`config.mk`:
```
export PLATFORM = sky130hd
export DESIGN_NAME = bg_layer_sdr_arbiter
export DESIGN_NICKNAME = d
export VERILOG_FILES = /design/src/rtl/bg_layer_sdr_arbiter_pkg.sv /design/src/rtl/bg_layer_sdr_arbiter_rr_pick.sv /design/src/rtl/bg_layer_sdr_arbiter.sv
export SDC_FILE = /design/constraint.sdc
export NUM_CORES = 1
export LEC_CHECK = 0
export ABC_CLOCK_PERIOD_IN_PS = 3200
export BUFFER_PORTS_ARGS = -buffer_cell sky130_fd_sc_hd__buf_2
export CAP_MARGIN = 20
export CORE_ASPECT_RATIO = 1.75
export CORE_MARGIN = 2
export CORE_UTILIZATION = 50
export CTS_BUF_LIST = sky130_fd_sc_hd__clkbuf_4
export DETAILED_ROUTE_END_ITERATION = 7
export GPL_TIMING_DRIVEN = 0
export HOLD_SLACK_MARGIN = 0.1
export PLACE_DENSITY = 0.74
export SLEW_MARGIN = 5
export SYNTH_ARGS = -nofsm -noshare
export SYNTH_HDL_FRONTEND = slang
export SYNTH_SLANG_ARGS = --single-unit
```
`constraint.sdc`:
```
create_clock -name CLK_32M -period 3.2 [get_ports CLK_32M]
set_clock_uncertainty 0.05 [all_clocks]
set_input_delay 0.96 -clock CLK_32M [delete_from_list [all_inputs] [get_ports CLK_32M]]
set_output_delay 0.96 -clock CLK_32M [all_outputs]
set_load 0.03 [all_outputs]
```
`src/rtl/bg_layer_sdr_arbiter_pkg.sv`:
```
// Shared types and widths for the background-layer SDRAM arbiter.
package bg_layer_sdr_arbiter_pkg;

  localparam int unsigned SDR_AW  = 21;  // SDRAM word address width
  localparam int unsigned SDR_DW  = 32;  // SDRAM read data width
  localparam int unsigned WAIT_CW = 8;   // WAIT-state watchdog counter width

  // Arbiter FSM states
  typedef enum logic [1:0] {
    ST_IDLE  = 2'd0,
    ST_ISSUE = 2'd1,
    ST_WAIT  = 2'd2
  } arb_state_e;

  // One-deep pending request slot per requester
  typedef struct packed {
    logic              vld;
    logic [SDR_AW-1:0] addr;
  } slot_t;

endpackage

```
`src/rtl/bg_layer_sdr_arbiter_rr_pick.sv`:
```
// Round-robin priority pick: first set bit of valid at or after ptr,
// wrapping modulo N_REQ.
//   valid   : per-requester pending bits
//   ptr     : round-robin start index (0..N_REQ-1)
//   grant_c : selected index (combinational)
//   any_c   : some bit of valid is set (combinational)
module rr_pick #(
  parameter int unsigned N_REQ = 3,
  parameter int unsigned IDX_W = 2
) (
  input  logic [N_REQ-1:0] valid,
  input  logic [IDX_W-1:0] ptr,
  output logic [IDX_W-1:0] grant_c,
  output logic             any_c
);

  logic [31:0] idx;

  // Scan N_REQ candidates starting at ptr; the first valid one wins.
  always_comb begin
    grant_c = '0;
    any_c   = 1'b0;
    idx     = '0;
    for (int unsigned k = 0; k < N_REQ; k++) begin
      idx = 32'(ptr) + 32'(k);
      if (idx >= 32'(N_REQ)) idx = idx - 32'(N_REQ);
      if (!any_c && valid[idx[IDX_W-1:0]]) begin
        any_c   = 1'b1;
        grant_c = idx[IDX_W-1:0];
      end
    end
  end

endmodule

```
`src/rtl/bg_layer_sdr_arbiter.sv`:
```
// Arbitrates N_REQ background-layer read requesters onto one SDRAM channel,
// one outstanding request at a time, with round-robin fairness and a WAIT
// watchdog.
//   CLK_32M, RESET_N : clock, asynchronous active-low reset
//   req_addr/strobe  : per-requester address and single-cycle request pulse
//   req_rdy/req_data : per-requester data-valid pulse and shared read data
//   sdr_addr/sdr_req : request to the SDRAM channel
//   sdr_rdy/sdr_data : completion pulse and read data from the channel
//   overrun          : sticky, requester strobed while still pending
//   timeout_err      : sticky, a WAIT watchdog abort happened
module bg_layer_sdr_arbiter
  import bg_layer_sdr_arbiter_pkg::*;
#(
  parameter int unsigned N_REQ   = 3,
  parameter int unsigned TIMEOUT = 255
) (
  input  logic                          CLK_32M,
  input  logic                          RESET_N,
  input  logic [N_REQ-1:0][SDR_AW-1:0]  req_addr,
  input  logic [N_REQ-1:0]              req_strobe,
  output logic [N_REQ-1:0]              req_rdy,
  output logic [SDR_DW-1:0]             req_data,
  output logic [SDR_AW-1:0]             sdr_addr,
  output logic                          sdr_req,
  input  logic                          sdr_rdy,
  input  logic [SDR_DW-1:0]             sdr_data,
  output logic [N_REQ-1:0]              overrun,
  output logic                          timeout_err
);

  localparam int unsigned IDX_W = (N_REQ > 1) ? $clog2(N_REQ) : 1;
  // WAIT lasts at most TIMEOUT cycles; abort on the last one.
  localparam logic [WAIT_CW-1:0] WAIT_LAST = WAIT_CW'(TIMEOUT - 1);

  arb_state_e          state;
  arb_state_e          state_nxt;
  slot_t               slot [N_REQ];
  logic [N_REQ-1:0]    slot_vld_c;
  logic [IDX_W-1:0]    rr_ptr;
  logic [IDX_W-1:0]    grant_q;
  logic [IDX_W-1:0]    grant_inc_c;
  logic [IDX_W-1:0]    pick_grant_c;
  logic                pick_any_c;
  logic                take_c;
  logic                accept_c;
  logic                expire_c;
  logic [WAIT_CW-1:0]  wait_cnt;

  // Gather slot valid bits for the picker
  always_comb begin
    slot_vld_c = '0;
    for (int unsigned i = 0; i < N_REQ; i++) begin
      slot_vld_c[i] = slot[i].vld;
    end
  end

  rr_pick #(
    .N_REQ (N_REQ),
    .IDX_W (IDX_W)
  ) u_rr_pick (
    .valid   (slot_vld_c),
    .ptr     (rr_ptr),
    .grant_c (pick_grant_c),
    .any_c   (pick_any_c)
  );

  // Round-robin pointer advances to the slot after the one just served
  assign grant_inc_c = (grant_q == IDX_W'(N_REQ - 1)) ? '0 : grant_q + IDX_W'(1);

  // Next-state and transaction events
  always_comb begin
    state_nxt = state;
    take_c    = 1'b0;
    accept_c  = 1'b0;
    expire_c  = 1'b0;
    case (state)
      ST_IDLE: begin
        if (pick_any_c) begin
          take_c    = 1'b1;
          state_nxt = ST_ISSUE;
        end
      end
      ST_ISSUE: state_nxt = ST_WAIT;
      ST_WAIT: begin
        if (sdr_rdy) begin
          accept_c  = 1'b1;
          state_nxt = ST_IDLE;
        end else if (wait_cnt == WAIT_LAST) begin
          expire_c  = 1'b1;
          state_nxt = ST_IDLE;
        end
      end
      default: state_nxt = ST_IDLE;
    endcase
  end

  // State register
  always_ff @(posedge CLK_32M or negedge RESET_N) begin
    if (!RESET_N) state <= ST_IDLE;
    else          state <= state_nxt;
  end

  // Pending slots: a strobe beats a same-cycle grant clear, and only counts
  // as an overrun when the slot is not being handed out on that edge.
  always_ff @(posedge CLK_32M or negedge RESET_N) begin
    if (!RESET_N) begin
      for (int unsigned i = 0; i < N_REQ; i++) begin
        slot[i] <= '0;
      end
      overrun <= '0;
    end else begin
      for (int unsigned i = 0; i < N_REQ; i++) begin
        if (req_strobe[i]) begin
          slot[i].vld  <= 1'b1;
          slot[i].addr <= req_addr[i];
          if (slot[i].vld && !(take_c && (pick_grant_c == IDX_W'(i)))) begin
            overrun[i] <= 1'b1;
          end
        end else if (take_c && (pick_grant_c == IDX_W'(i))) begin
          slot[i].vld <= 1'b0;
        end
      end
    end
  end

  // SDRAM request, watchdog and return path
  always_ff @(posedge CLK_32M or negedge RESET_N) begin
    if (!RESET_N) begin
      sdr_req     <= 1'b0;
      sdr_addr    <= '0;
      grant_q     <= '0;
      rr_ptr      <= '0;
      wait_cnt    <= '0;
      req_rdy     <= '0;
      req_data    <= '0;
      timeout_err <= 1'b0;
    end else begin
      sdr_req <= take_c;
      req_rdy <= '0;
      if (take_c) begin
        sdr_addr <= slot[pick_grant_c].addr;
        grant_q  <= pick_grant_c;
      end
      if (state == ST_ISSUE) begin
        wait_cnt <= '0;
      end else if (state == ST_WAIT) begin
        wait_cnt <= wait_cnt + WAIT_CW'(1);
      end
      if (accept_c) begin
        req_rdy  <= N_REQ'(1) << grant_q;
        req_data <= sdr_data;
        rr_ptr   <= grant_inc_c;
      end
      if (expire_c) begin
        timeout_err <= 1'b1;
        rr_ptr      <= grant_inc_c;
      end
    end
  end

endmodule

```
==> results of run 1 <==
==> layout by cell type (no fill, tap or decap), drive strengths merged, types with 3 or more instances in the layout <==
cell type and instances:
buf 167, nor3 27, o22ai 3, nor3b 5, o211ai 42, ha 9
a21oi 30, nand2b 25, mux2i 6, o211a 22, nand3 3, nor2 17
clkinv 4, nand2 49, bufinv 3, clkbuf 57, inv 18, mux2 99
dfrtp 141, nand3b 3, nor4b 21, o21ai 8
==> synthesized netlist by cell type, types with 2 or more instances <==
library cell	n
buf_2	2
nand2_1	49
nor3_1	27
clkbuf_1	40
nand3_1	3
xnor2_1	2
ha_1	9
nor2_1	17
inv_1	11
o211a_1	22
nand3b_1	3
nand4_1	2
a31o_2	2
buf_1	2
nand2b_1	25
o22ai_1	3
nor4b_1	21
mux2i_1	5
nor2b_1	2
nor3b_1	5
buf_6	2
mux2_2	99
o21a_1	2
dfrtp_1	141
a21oi_1	30
o21ai_0	7
o211ai_2	20
o211ai_1	22
a31oi_1	2
==> cell families after synthesis <==
family | synth area share [%]
simple gates | 12.19
flops | 51.08
compound gates | 14.02
mux | 17.19
buf+inv | 3.514
fa+ha+maj | 1.630
xor+xnor | 0.3804
==> power by group <==
part	switching [mW]	internal [mW]	leakage [nW]	total (mW)
clock network	0.695	0.554	0.159	1.25
registers	0.333	2.30	1.68	2.63
logic	2.81	1.53	2.09	4.34
==> sequential cells by signal, indices dropped and copies added (netlist names), 2 cells and up <==
signal    cells
req_rdy       3
state         2
req_data     32
overrun       3
grant_q       2
slot         66
wait_cnt      8
rr_ptr        2
sdr_addr     21
==> worst paths after layout <==
path	cells past startpoint	to	start
max	9	sdr_addr[3]	rr_ptr[1]
min	1	slot[16]	RESET_N
max reg2reg	9	sdr_addr[3]	rr_ptr[1]
min reg2reg	1	timeout_err	timeout_err
max in group asynchronous	2	rr_ptr[0]	RESET_N
min in group CLK_32M	1	timeout_err	timeout_err
==> critical path, delay by kind of cell, from the launching register on <==
family / cells / cell delay, ns
AOI/OAI and AO/OA: 2 / 0.56
adders and majority gates: 1 / 0.28
buffers and inverters: 3 / 0.80
DFF: 1 / 0.43
and+or+nand+nor: 3 / 0.81
==> final cells by class <==
class | count | area, µm² | share of cell area [%]
repair buffers | 160 | 829.5 | 10.03
inverters | 12 | 45.04 | 0.5448
clock inverters | 15 | 182.7 | 2.209
clock buffers | 17 | 127.6 | 1.544
plain buffers | 47 | 197.7 | 2.391
multi-input cells | 393 | 3137 | 37.94
diodes | 1 | 2.502 | 0.03027
flip-flops and latches | 141 | 3528 | 42.68
well taps | 174 | 217.7 | 2.633
==> routing by layer <==
metal  vias to the layer above  global-route usage (%)
li1                       2511                       -
met4                         0                   11.90
met1                      2701                   26.71
met5                         -                       0
met2                       179                   44.10
met3                        45                   4.591
==> results.sh, run 1 <==
export IMPL_outcome="completed"
export IMPL_avgSynthCellArea_um2=11.65
export IMPL_synthTopCellsByArea="dfrtp_1 (51%), mux2_2 (16%), o211ai_2 (3.6%)"
export IMPL_path_clk_slew_ns=0.13
export IMPL_fp_dieW_um=92.85
export IMPL_ir_worst_vdd_mv=0.7198
export IMPL_wl_met3_um=761
export IMPL_final_max_slew_viol_count=0
export IMPL_postCtsSetupRepairBufs=0
export IMPL_fin_ws_ns=0.1653
export IMPL_fin_util_pct=61.46
export IMPL_finalPower_mw=8.219
export IMPL_synth_top_area_share_pct=51.08
export IMPL_rows=56
export IMPL_drtIter0Drc=294
export IMPL_hpwl_mm=13.09
export IMPL_yosys_cell_types_count=45
export IMPL_maxCapViolCount=0
export IMPL_cts_tree="built"
export IMPL_grt_pass1_vias=5835
export IMPL_cts_htree_levels=4
export IMPL_met1_length_mm=6.317
export IMPL_ys_seq_elements=141
export IMPL_start_kind="flop"
export IMPL_tightest_slew_ns=0.6774
export IMPL_met2_length_mm=9.673
export IMPL_die_area_um2=14810
export IMPL_post_cts_resized=0
export IMPL_syn_num_nets=703
export IMPL_synth_async_reset_ratio_pct=100.0
export IMPL_min_period_ns=3.035
export IMPL_cellPowerDensity_nw_per_um2=994.0
export IMPL_synthFlopType="dfrtp_1"
export IMPL_pin_count=162
export IMPL_slowest_delay_ns=0.50
export IMPL_setup_viol=0
export IMPL_vias=5436
export IMPL_synth_area_um2=6908
export IMPL_routed_wl_mm=17.50
export IMPL_end_kind="flop"
export IMPL_fin_crit_sh_pct=94.83
export IMPL_rsz0062_at_grt="no"
export IMPL_arrival_ns=3.39
export IMPL_fin_cells=960
export IMPL_ys_seq_area_share_pct=51.08
export IMPL_hp_class="in2async"
export IMPL_dp_cells=927
export IMPL_syn2layout_area_growth_pct=19.69
export IMPL_worstPathRequired_ns=3.56
export IMPL_relSlewSlack_pct=54.84
export IMPL_antenna_found_initial=1
export IMPL_synth_edff_count=0
export IMPL_fin_area_um2=8268
export IMPL_first_pass_iters=4
export IMPL_nNetsFinal=882
export IMPL_max_freq_mhz=329.5
export IMPL_drive_gt1_share_pct=40.76
export IMPL_r2r_setup_slack_ns=0.17
export IMPL_core_um2=13450
export IMPL_gp_congestion=0.8165
export IMPL_crit_chain="inv_1 -> ha_1 -> clkbuf_1 -> nand2b_1 -> a21boi_1 -> clkbuf_1 -> nor4b_1 -> nor3_1 -> o211ai_2"
export IMPL_die_h_um=159.5
export IMPL_ys_warnings_count=0
export IMPL_start_util_pct=51.35
export IMPL_syn_inst=593
export IMPL_path_max_fanout=10
export IMPL_dp_slack_ns=0.2303
export IMPL_power_leakage_nw=3.931
export IMPL_grt_start_max_net_pins=101
export IMPL_grt_pass1_wl_mm=28.68
export IMPL_cp_common_cell="clkbuf_1"
export IMPL_path_class="reg2reg"
export IMPL_whs_ns=0.2753
export IMPL_numPortBuffers=159
export IMPL_drc=0
export IMPL_fillers=1182
export IMPL_track_usage_pct=24.36
export IMPL_cp_slowest_cell="nor3_1"
export IMPL_insertion_delay_ns=0.52
export IMPL_clockBufferDepth=2
export IMPL_cts_made_buffers=17
export IMPL_ant_nets=0
export IMPL_grt_ovfl_total=0
export IMPL_routedWlPerCell_um=18.22
export IMPL_finalHoldViolations=0
export IMPL_yosysTopAreaCell="dfrtp_1"
export IMPL_cts_hold_buf=0
export IMPL_place_area_um2=7955
export IMPL_top_layer="met4"
export IMPL_tns_ns=0
export IMPL_avgViaCountPerCell=5.663
export IMPL_cts_sinks=141
export IMPL_root_buffer="clkbuf_4"
Power figures use the tool's default switching activity.
==> inputs of run 2 (changes only) <==
CORE_UTILIZATION = 29   (was 50)
PLACE_DENSITY = 0.47   (was 0.74)
==> run 2 against run 1 <==
Sequential power is essentially flat. Register-to-register slack gained 0.07 ns. Fmax grew 2.2%. Design area grew 1.0%. Critical endpoint is now sdr_addr[17]. Utilization shrank 26 points. Critical path depth grew 1. First-iteration DRC count shrank 45%. Sequential cell count is the same. Die area grew 70%. Largest cell class unchanged.
==> results.sh, run 2 (synthesis results as in run 1) <==
export IMPL_outcome="completed"
export IMPL_root_buffer="clkbuf_4"
export IMPL_nNetsFinal=882
export IMPL_grt_ovfl_total=0
export IMPL_cts_tree="built"
export IMPL_regArea_um2=3528
export IMPL_final_max_slew_viol_count=0
export IMPL_numPortBuffers=159
export IMPL_multiInputGateArea_um2=3137
export IMPL_routedWlPerCell_um=17.88
export IMPL_busiest_layer="met2"
export IMPL_reg2reg_from="rr_ptr[0]"
export IMPL_pin_count=162
export IMPL_drtIter0Drc=163
export IMPL_grt_pass1_vias=5740
export IMPL_cts_made_buffers=17
export IMPL_tns_ns=0
export IMPL_fillers=2456
export IMPL_final_cell_mix="buf_2 (160), dfrtp_1 (141), mux2_2 (99), nand2_1 (49), clkbuf_1 (40)"
export IMPL_ant_nets=0
export IMPL_rsz0062_at_grt="no"
export IMPL_start_util_pct=29.61
export IMPL_slowest_delay_ns=0.46
export IMPL_relSlewSlack_pct=45.11
export IMPL_met1_usage_pct=15.98
export IMPL_startpoint="rr_ptr[0]"
export IMPL_regMostFlops="slot"
export IMPL_path_class="reg2reg"
export IMPL_cp_common_cell="clkbuf_1"
export IMPL_whs_ns=0.3993
export IMPL_top_regs="slot: 66 flops, req_data: 32 flops, sdr_addr: 21 flops"
export IMPL_drive_gt1_share_pct=40.36
export IMPL_avgViaCountPerCell=4.949
export IMPL_antenna_found_initial=2
export IMPL_end_kind="flop"
export IMPL_syn2layout_area_growth_pct=20.94
export IMPL_clockBufferDepth=2
export IMPL_ir_worst_vdd_mv=0.4915
export IMPL_die_h_um=208.2
export IMPL_cp_slowest_cell="clkbuf_1"
export IMPL_power_leakage_nw=3.897
export IMPL_cp_top_family="buffers and inverters"
export IMPL_start_kind="flop"
export IMPL_largest_reg_flops=66
export IMPL_fin_crit_sh_pct=92.78
export IMPL_path_buf_inv=4
export IMPL_post_cts_resized=0
export IMPL_cts_hold_buf=0
export IMPL_cts_sinks=141
export IMPL_routed_wl_mm=19.48
export IMPL_min_period_ns=2.969
export IMPL_path_clk_slew_ns=0.11
export IMPL_grt_start_max_net_pins=90
export IMPL_hpwl_mm=14.84
export IMPL_rows=74
export IMPL_path_max_fanout=10
export IMPL_grt_pass1_wl_mm=30.46
export IMPL_setup_viol=0
export IMPL_max_freq_mhz=336.8
export IMPL_arrival_ns=3.36
export IMPL_track_usage_pct=15.85
export IMPL_maxCapViolCount=0
export IMPL_core_um2=23330
export IMPL_crit_chain="inv_1 -> ha_1 -> clkbuf_1 -> nor3b_1 -> o211a_1 -> clkbuf_1 -> clkbuf_1 -> nor4b_1 -> nor3_1 -> o211ai_2"
export IMPL_postCtsSetupRepairBufs=0
export IMPL_cellPowerDensity_nw_per_um2=961.2
export IMPL_tightest_slew_ns=0.8234
export IMPL_gp_congestion=0.7804
export IMPL_drc=0
export IMPL_fp_dieW_um=120.7
export IMPL_cts_htree_levels=4
export IMPL_insertion_delay_ns=0.56
export IMPL_first_pass_iters=5
export IMPL_die_area_um2=25120
export IMPL_final_common_cell="buf_2"
export IMPL_use_met3_pct=3.262
export IMPL_worstPathRequired_ns=3.59
export IMPL_hp_class="in2async"
export IMPL_finalHoldViolations=0
export IMPL_use_met2_pct=29.67
export IMPL_vias=5390
-- run 2: path summary, 6_finish.rpt --
| path | slack (ns) | endpoint | cells after the start |
|---|---|---|---|
| max | 0.23 | sdr_addr[17] | 10 |
| min | 0.40 | req_data[27] | 1 |
| max reg2reg | 0.23 | sdr_addr[17] | 10 |
| min reg2reg | 0.43 | timeout_err | 1 |
| max in group asynchronous | 1.93 | sdr_addr[10] | 2 |
| min in group CLK_32M | 0.43 | timeout_err | 1 |
-- run 2: stage by stage --
step	instances	power, mW	instance area [µm²]	worst slack [ns]	utilization [%]
finish	1089	8.030	8354	0.2310	35.81
global route	1089	8.579	8354	0.05837	35.81
CTS	1087	8.165	8349	0.2314	35.78
detailed placement	1057	7.097	8118	0.2770	34.79
global placement	1056	6.954	8084	-0.8621	34.65
floorplan	593	5.739	6908	0.8650	-
-- run 2: report_power, final --
| group | leakage, nW | switching, mW | internal (mW) | total (mW) |
|---|---|---|---|---|
| Combinational | 2.09 | 2.85 | 1.53 | 4.38 |
| Clock | 0.125 | 0.620 | 0.400 | 1.02 |
| Sequential | 1.68 | 0.334 | 2.30 | 2.63 |
-- run 2: layout make-up --
cell class | instances | share of cell area, %
diodes | 2 | 0.05991
plain buffers | 47 | 2.366
clock buffers | 21 | 1.887
clock inverters | 9 | 0.8836
inverters | 12 | 0.5392
multi-input cells | 393 | 37.55
flip-flops and latches | 141 | 42.23
well taps | 304 | 4.553
repair buffers | 160 | 9.930
-- run 2: metal layers --
layer	up-vias	share of wire [%]
met3	39	3.4
met1	2706	36
met4	0	3.9
met2	137	57
li1	2508	-
met5	-	0
==> inputs of run 3 (changes only) <==
ABC_AREA = 1   (was unset)
CTS_CLUSTER_DIAMETER = 150   (was unset)
PLACE_DENSITY = 0.48   (was 0.47)
==> run 3 against run 2 <==
Clock power increased by 19%. Worst hold slack worse by 0.16 ns. Fmax rose by 30%. Synthesized area fell by 11%. Die area is 10% lower. Sequential cell count is the same. Final cell count is 1.9% higher. Critical path depth increased by 3. Critical path type unchanged. Largest power group unchanged.
==> results.sh, run 3 <==
export IMPL_arrival_ns=2.72
export IMPL_r2r_setup_slack_ns=0.92
export IMPL_cts_tree="built"
export IMPL_ys_top_cells_by_count="nand2_1 (164), dfrtp_1 (141), inv_1 (66)"
export IMPL_fin_crit_sh_pct=71.20
export IMPL_insertion_delay_ns=0.56
export IMPL_syn_num_nets=776
export IMPL_syn_inst=666
export IMPL_relSlewSlack_pct=58.69
export IMPL_grt_pass1_wl_mm=26.45
export IMPL_final_cell_mix="buf_2 (166), nand2_1 (164), dfrtp_1 (141), inv_1 (66), nand3_1 (62)"
export IMPL_synth_compound_gate_area_share_pct=8.771
export IMPL_drtIter0Drc=239
export IMPL_clockBufferDepth=2
export IMPL_post_cts_resized=0
export IMPL_synth_top_area_share_pct=57.12
export IMPL_hp_class="in2async"
export IMPL_avgSynthCellArea_um2=9.275
export IMPL_path_class="reg2reg"
export IMPL_synth_most_common_cell="nand2_1"
export IMPL_synthFlopType="dfrtp_1"
export IMPL_top_regs="slot: 66 flops, req_data: 32 flops, sdr_addr: 21 flops"
export IMPL_start_kind="flop"
export IMPL_cts_made_buffers=17
export IMPL_largest_reg_flops=66
export IMPL_synth_async_reset_ratio_pct=100.0
export IMPL_regMostFlops="slot"
export IMPL_rows=70
export IMPL_use_met2_pct=28.26
export IMPL_synth_area_um2=6177
export IMPL_pin_count=162
export IMPL_yosys_area_share_simple_pct=19.22
export IMPL_power_leakage_nw=3.948
export IMPL_path_max_fanout=10
export IMPL_ir_worst_vdd_mv=0.4268
export IMPL_final_common_cell="buf_2"
export IMPL_core_um2=20930
export IMPL_numPortBuffers=159
export IMPL_first_pass_iters=5
export IMPL_die_area_um2=22530
export IMPL_switchingPower_mw=3.608
export IMPL_min_period_ns=2.278
export IMPL_max_freq_mhz=438.9
export IMPL_worstPathRequired_ns=3.64
export IMPL_ys_seq_area_share_pct=57.12
export IMPL_grt_start_max_net_pins=96
export IMPL_finalPower_mw=7.815
export IMPL_synthAdderAreaFrac_pct=1.823
export IMPL_cellPowerDensity_nw_per_um2=1026
export IMPL_drc=0
export IMPL_die_h_um=197.1
export IMPL_setup_viol=0
export IMPL_yosys_cell_types_count=31
export IMPL_reg2regPathDepth=13
export IMPL_antenna_found_initial=3
export IMPL_ys_seq_elements=141
export IMPL_maxCapViolCount=0
export IMPL_grt_pass1_vias=4958
export IMPL_synthTopCellsByArea="dfrtp_1 (57%), nand2_1 (10%), mux2_2 (5.8%)"
export IMPL_synth_top_family_by_area="simple AND/OR/NAND/NOR gates"
export IMPL_final_max_slew_viol_count=0
export IMPL_busiest_layer="met2"
export IMPL_root_buffer="clkbuf_4"
export IMPL_muxShareOfSynthArea_pct=5.834
export IMPL_use_met3_pct=3.682
export IMPL_vias=5020
export IMPL_track_usage_pct=15.65
export IMPL_cts_htree_levels=4
export IMPL_path_clk_slew_ns=0.12
export IMPL_gp_congestion=0.8227
export IMPL_synth_edff_count=0
export IMPL_switching_share_pct=46.17
export IMPL_cts_hold_buf=0
export IMPL_drive_gt1_share_pct=29.32
export IMPL_avgViaCountPerCell=4.523
export IMPL_rsz0062_at_grt="no"
export IMPL_routedWlPerCell_um=15.25
export IMPL_cts_sinks=141
export IMPL_nNetsFinal=955
export IMPL_ant_nets=0
export IMPL_routed_wl_mm=16.92
export IMPL_start_util_pct=29.51
export IMPL_postCtsSetupRepairBufs=0
export IMPL_syn2layout_area_growth_pct=23.35
export IMPL_outcome="completed"
export IMPL_fp_dieW_um=114.3
export IMPL_dp_cells=1078
export IMPL_intPower_mw=4.207
export IMPL_tightest_slew_ns=0.6196
export IMPL_end_kind="flop"
export IMPL_yosys_area_share_xor_xnor_pct=0.1418
export IMPL_met1_usage_pct=17.57
export IMPL_power_frac_clock_pct=15.5
export IMPL_yosysTopAreaCell="dfrtp_1"
export IMPL_finalHoldViolations=0
export IMPL_hpwl_mm=12.87
export IMPL_grt_ovfl_total=0
export IMPL_pwr_share_comb_pct=51.9
export IMPL_fin_cells=1110
export IMPL_ys_warnings_count=0
export IMPL_sequentialPowerShare_pct=32.6
## run 3: cell count changes after synthesis, sizes merged, moves of 20 or more
cell / previous run / this run
nor4b: 21 / 0
nand2b: 25 / 0
o211a: 22 / 0
clkbuf: 40 / 16
inv: 12 / 71
nor3: 27 / 7
nand3: 3 / 63
o21ai: 8 / 52
o211ai: 42 / 0
nand2: 49 / 170
mux2: 99 / 32
## run 3: worst max-delay path: stages, from the launching register on
cell and delay, ns:
dfrtp_1 0.40, inv_1 0.08, ha_1 0.29, buf_4 0.16
inv_2 0.09, nand2_1 0.06, nand3_1 0.09, nand2_1 0.12
nand4_1 0.18, nand2_2 0.13, inv_2 0.16, buf_4 0.22
nor2_1 0.06, a21oi_1 0.11
## run 3: cell families after synthesis
kind of cell,after synthesis
XOR/XNOR,1
multiplexers,32
AO/OA/AOI/OAI,104
flip-flops,141
AND/OR/NAND/NOR,276
adder cells (fa/ha/maj),9
buffers and inverters,103
## run 3: path summary, 6_finish.rpt
path | to | from
worst max-delay path | sdr_addr[13] | rr_ptr[0]
worst min-delay path | slot[57] | RESET_N
worst max register to register | sdr_addr[13] | rr_ptr[0]
worst min register to register | req_rdy[0] | grant_q[1]
max in group asynchronous | wait_cnt[5] | RESET_N
min in group CLK_32M | req_rdy[0] | grant_q[1]
## run 3: power groups by stage
stage	clock network, mW	registers, mW	logic (mW)
after floorplan	0	3.26	2.20
after CTS	1.27	2.55	4.13
after global placement	0	2.58	4.09
final	1.21	2.55	4.06
after global routing	1.34	2.62	4.51
after detailed placement	0	2.59	4.12
## run 3: per-layer routing
metal	vias to the layer above	share of wire, %
met5	-	0.065
met4	2	2.1
met3	21	3.4
met2	96	56
met1	2394	39
li1	2507	-
## run 3: area by class of cell
cell class | count | area, µm²
repair buffers | 160 | 833.3
fillers | 2197 | 13310
plain buffers | 32 | 171.4
inverters | 71 | 266.5
clock inverters | 11 | 146.4
flip-flops and latches | 141 | 3528
diodes | 2 | 5.005
multi-input cells | 422 | 2211
well taps | 252 | 315.3
clock buffers | 19 | 142.6
## run 3: metrics by stage
step                TNS [ns]  setup WS [ns]  utilization [%]  hold WS [ns]  cell area (µm²)
floorplan                  0          1.137                -        0.3823             6177
global placement     -160.34         -1.155            34.82        0.3977             7288
detailed placement         0         0.7394            35.00        0.4032             7326
CTS                        0         0.8695            36.38        0.2035             7615
global route               0         0.6875            36.40        0.2055             7620
finish                     0         0.9215            36.40        0.2354             7620
